[config.mk]
export PLATFORM = sky130hd
export DESIGN_NAME = pcm_soft_mute
export DESIGN_NICKNAME = d
export VERILOG_FILES = /design/src/rtl/pcm_soft_mute.sv
export SDC_FILE = /design/constraint.sdc
export NUM_CORES = 1
export LEC_CHECK = 0
export ABC_AREA = 1
export CAP_MARGIN = 25
export CORE_MARGIN = 8
export CORE_UTILIZATION = 57
export CTS_BUF_LIST = sky130_fd_sc_hd__clkbuf_16
export DETAILED_ROUTE_END_ITERATION = 8
export GPL_TIMING_DRIVEN = 0
export HOLD_SLACK_MARGIN = 0.12
export PLACE_DENSITY_LB_ADDON = 0.1
export SETUP_SLACK_MARGIN = 0.02
export SLEW_MARGIN = 20
export SYNTH_ARGS = -nofsm -noshare
export SYNTH_HDL_FRONTEND = slang
export SYNTH_SLANG_ARGS = --single-unit
export TNS_END_PERCENT = 50
[constraint.sdc]
create_clock -name clk -period 5.55 [get_ports clk]
set_input_delay 1.11 -clock clk [delete_from_list [all_inputs] [get_ports clk]]
set_output_delay 1.11 -clock clk [all_outputs]
set_load 0.005 [all_outputs]
[src/rtl/pcm_soft_mute.sv]
// Stereo PCM soft mute / volume ramp: a shared gain walks one step at a time
// toward the target, and each channel is scaled through a two-stage pipeline.
module pcm_soft_mute #(
    parameter int unsigned DATA_W = 24,
    parameter int unsigned GAIN_W = 9
) (
    input  logic              clk,
    input  logic              reset,
    input  logic              mute_req,
    input  logic [7:0]        volume,
    input  logic [3:0]        ramp_rate,
    input  logic              l_data_en,
    input  logic              r_data_en,
    input  logic [DATA_W-1:0] l_data_in,
    input  logic [DATA_W-1:0] r_data_in,
    output logic              l_data_valid,
    output logic              r_data_valid,
    output logic [DATA_W-1:0] l_data_out,
    output logic [DATA_W-1:0] r_data_out,
    output logic              muted,
    output logic              ramping
);

    localparam int unsigned PROD_W = DATA_W + GAIN_W;
    localparam int unsigned CNT_W  = 15;
    localparam int unsigned SHIFT  = 8;

    typedef enum logic [1:0] {
        ST_MUTED     = 2'b00,
        ST_STEADY    = 2'b01,
        ST_RAMP_UP   = 2'b10,
        ST_RAMP_DOWN = 2'b11
    } state_e;

    state_e              state_q, state_d, cur_state_c;
    logic [GAIN_W-1:0]   gain_q, gain_d;
    logic [CNT_W-1:0]    cnt_q, cnt_d;
    logic                muted_q, muted_d;
    logic [GAIN_W-1:0]   target_c;
    logic [CNT_W-1:0]    thr_c;

    logic signed [PROD_W-1:0] gain_ext_c;
    logic signed [PROD_W-1:0] l_prod_c, r_prod_c;
    logic signed [PROD_W-1:0] l_prod_q, r_prod_q;
    logic                     l_vld1_q, r_vld1_q;
    logic                     l_vld2_q, r_vld2_q;
    logic [DATA_W-1:0]        l_out_q, r_out_q;

    function automatic state_e classify(input logic [GAIN_W-1:0] g,
                                        input logic [GAIN_W-1:0] t);
        state_e s;
        if (g < t)
            s = ST_RAMP_UP;
        else if (g > t)
            s = ST_RAMP_DOWN;
        else if (t == '0)
            s = ST_MUTED;
        else
            s = ST_STEADY;
        return s;
    endfunction

    assign target_c = mute_req           ? '0 :
                      (volume == 8'hFF)  ? GAIN_W'(256) :
                                           GAIN_W'(volume);

    assign thr_c = (CNT_W'(1) << ramp_rate) - CNT_W'(1);

    // Gain only moves on a right strobe, so both halves of a pair see the same gain.
    always_comb begin
        gain_d      = gain_q;
        cnt_d       = cnt_q;
        cur_state_c = classify(gain_q, target_c);
        if (cur_state_c == ST_MUTED || cur_state_c == ST_STEADY) begin
            cnt_d = '0;
        end else if (r_data_en) begin
            if (cnt_q >= thr_c) begin
                cnt_d  = '0;
                gain_d = (cur_state_c == ST_RAMP_UP) ? gain_q + GAIN_W'(1)
                                                     : gain_q - GAIN_W'(1);
            end else begin
                cnt_d = cnt_q + CNT_W'(1);
            end
        end
        state_d = classify(gain_d, target_c);
        muted_d = (gain_d == '0);
    end

    always_ff @(posedge clk) begin
        if (reset) begin
            state_q <= ST_MUTED;
            gain_q  <= '0;
            cnt_q   <= '0;
            muted_q <= 1'b1;
        end else begin
            state_q <= state_d;
            gain_q  <= gain_d;
            cnt_q   <= cnt_d;
            muted_q <= muted_d;
        end
    end

    // Gain is zero-extended so 256 stays positive; the product always fits.
    assign gain_ext_c = PROD_W'($signed({1'b0, gain_q}));
    assign l_prod_c   = PROD_W'($signed(l_data_in)) * gain_ext_c;
    assign r_prod_c   = PROD_W'($signed(r_data_in)) * gain_ext_c;

    always_ff @(posedge clk) begin
        if (reset) begin
            l_vld1_q <= 1'b0;
            r_vld1_q <= 1'b0;
            l_vld2_q <= 1'b0;
            r_vld2_q <= 1'b0;
            l_prod_q <= '0;
            r_prod_q <= '0;
            l_out_q  <= '0;
            r_out_q  <= '0;
        end else begin
            l_vld1_q <= l_data_en;
            r_vld1_q <= r_data_en;
            l_vld2_q <= l_vld1_q;
            r_vld2_q <= r_vld1_q;
            if (l_data_en)
                l_prod_q <= l_prod_c;
            if (r_data_en)
                r_prod_q <= r_prod_c;
            if (l_vld1_q)
                l_out_q <= DATA_W'(l_prod_q >>> SHIFT);
            if (r_vld1_q)
                r_out_q <= DATA_W'(r_prod_q >>> SHIFT);
        end
    end

    assign l_data_valid = l_vld2_q;
    assign r_data_valid = r_vld2_q;
    assign l_data_out   = l_out_q;
    assign r_data_out   = r_out_q;
    assign muted        = muted_q;
    assign ramping      = (state_q == ST_RAMP_UP) || (state_q == ST_RAMP_DOWN);

endmodule

==> metrics.cfg <==
[run_status]
status = finished, final reports clean

[global_routing]
grt_antenna_before_repair = 2
grt_pass1_vias = 20510
grt_first_pass_wirelength_um = 105200
overflow = 0
grt_max_degree = 17
grt.total_usage_pct = 29.58

[logic_synthesis]
synthCells = 3075
synth.top_cell.area_share_pct = 31.23
synth-seq-cells = 126
yosysSeqAreaShare_pct = 11.54
synth.avg_cell_area_sq_um = 7.109
synth_most_common_cell = inv_1
synth_edf_count = 0
synth_warnings = 0
synthArstFlopShare_pct = 0
mappedNetlistArea_sq_mm = 0.02186
yosys-top-cells-count = inv_1, nand2_1, fa_1
synth.area.top_cells = fa_1, inv_1, nand2_1
synth_top_cell_by_area = fa_1
yosysUniqueCellTypes = 52
syn-num-nets = 3655
synth_flop_cell = dfxtp_1

[floorplan]
top_level_ports = 117
die_y_um = 211.8
die_w_um = 211.8
core_area_sq_mm = 0.03776
initial_utilization_pct = 57.90
rows = 71
dieArea_sq_mm = 0.04487

[worst_setup_path]
crit_arrival_ps = 5720
rrSetupSlack_ps = 200
r2r-end = l_prod_q[27]
crit_path_start = l_data_in[16]
critPathRequiredTime_ps = 5860
critical_path_class = input port to register
r2r_start = gain_q[2]
rr_worst_depth = 21
crit_fanout = 9
cp-start-kind = input port
end_kind = register
endpoint = l_prod_q[28]

[final_layout]
drive_gt1_share_pct = 9.833
final_cell_area_sq_mm = 0.02479
areaGrowthSynthToFinish_pct = 13.42
n_fill_cell = 3426
diodes = 0
final_core_util_pct = 65.67
fin_nets = 3750
fin_cells = 3694

[placed_design]
place_inst = 3651
port_buffers = 65
hpwl_um = 53560
gpl.final_weighted_congestion = 0.9709
post_dp_cell_area_sq_mm = 0.02315

[routing]
num_vias = 19699
dr.pass1.iters = 5
wire_per_inst_um = 17.51
route.detailed.drc = 0
drt_wl_total_um = 64680
drt-initial-drc-count = 1282
via_per_inst = 5.333
postRouteAntennaNets = 0

[worst_hold_path]
hold_class = register to register

[run]
drv_cap = 0

[sta]
layout_min_cycle_time_ps = 5408
setup-tns-final_ps = 0
grt_setup_unrepaired = true
fmax_mhz = 184.9
finalSetupViolations = 0
fin_crit_sh_pct = 97.44
relSlewSlack_pct = 51.42
worst_pin_slew_ps = 728.7
hold_viol = 0
skew_ps = 11.62
drv_slew = 0

[clock_network]
clk_pin_slew_worst_paths_ps = 60
cts_hold_buf = 0
cts_buffers = 17
cts_tree = built
clock_latency_ps = 420
clock_path_buffers = 2
clock-sinks = 126
root_buffer = clkbuf_16
htree_num_levels = 4

[pwr]
power.density_mw_per_mm2 = 96.54
vdd_drop_max_uv = 211.5
p_leak_nw = 14.56
totalPowerFinal_w = 0.002394

-- worst max-delay path, cell delays in order --
cell and delay [ps]:
clkbuf_4 200, nand2_1 100, fa_1 540, inv_1 50, fa_1 500, inv_1 60, fa_1 530, inv_1 50
fa_1 480, fa_1 520, ha_2 330, nand2_1 80, nand2_1 120, a31oi_4 230, o21ai_0 140, a31oi_1 240
nand2_1 80, nand2_1 60, nand3_1 110, nand2_1 130, inv_1 50
-- per-layer routing --
layer | routed length (um) | part of all wire (%) | track usage (%)
met3 | 3752 | 5.8 | 4.008
met4 | 2115 | 3.3 | 10.59
met2 | 32610 | 50 | 52.62
met1 | 26180 | 40 | 36.27
met5 | 23 | 0.036 | 0
-- how the worst min path moves through the flow --
stage | start | endpoint | slack [ps] | depth (start not counted)
floorplan | r_prod_q[19] | r_data_out[11] | 430 | 2
global placement | r_prod_q[29] | r_data_out[21] | 450 | 2
detailed placement | l_prod_q[22] | l_data_out[14] | 450 | 2
CTS | l_prod_q[22] | l_data_out[14] | 460 | 2
global route | l_prod_q[22] | l_data_out[14] | 480 | 2
finish | l_prod_q[29] | l_data_out[21] | 460 | 2
-- area by class of cell --
cell class	count	area, sq um	area share (%)
buffer	129	812.0	3.275
clock buffer	17	425.4	1.716
clock inverter	15	146.4	0.5905
inverter	833	3127	12.61
multi-input combinational	1987	16370	66.03
sequential	126	2539	10.24
tap	511	639.4	2.579
timing repair buffer	76	733.2	2.957
-- flip-flops by register name, indices dropped and copies added, names as in the netlist, 9 cells and up --
name,cells
r_prod_q,24
l_data_out,24
l_prod_q,24
cnt_q,15
gain_q,9
r_data_out,24
-- stage by stage --
step	hold WS, ps	setup slack [ps]
3_3_place_gp	447.2	-997.0
3_5_place_dp	454.9	-1040
4_1_cts	464.2	10.99
6_report	463.0	142.1
2_1_floorplan	429.7	73.21
5_1_grt	478.3	-3.602
-- cell families (layout without fill, tap and decap cells) --
kind of cell | count (synthesis) | count (layout) | synth area share (%)
fa+ha+maj | 515 | 515 | 41.19
simple gates | 1099 | 1099 | 20.60
compound gates | 327 | 327 | 8.168
xor+xnor | 46 | 46 | 1.877
buf+inv | 962 | 1070 | 16.63
flops | 126 | 126 | 11.54
-- placed cells by master (no fill, tap or decap), types with 20 or more instances in the layout --
cell type and n:
nand2_2 24, ha_1 136, nand3_1 76, clkbuf_2 21, nand4_1 25, dfxtp_1 119, ha_2 20, clkbuf_4 27
nor2_1 189, inv_1 825, a21oi_2 32, a21oi_1 111, fa_1 333, clkdlybuf4s50_1 65, xor2_1 26, clkbuf_1 36
buf_4 25, nor2_2 27, o21ai_0 114, nand2_1 709
-- power by group --
group | leakage, nW | switching, W | internal [W]
combinational | 13.2 | 0.000208 | 0.000121
clock | 0.270 | 0.000437 | 0.000657
sequential | 1.04 | 0.0000226 | 0.000946
total | 14.6 | 0.000669 | 0.00172
-- timing repair --
| item | CTS | global route |
|---|---|---|
| buffers inserted | 0 | 11 |
| endpoints found under the setup margin | 46 | 40 |
| resized for setup | 126 | 276 |
| pin swaps | 1 | 38 |
Note: power is estimated with default switching activity, not from simulation.
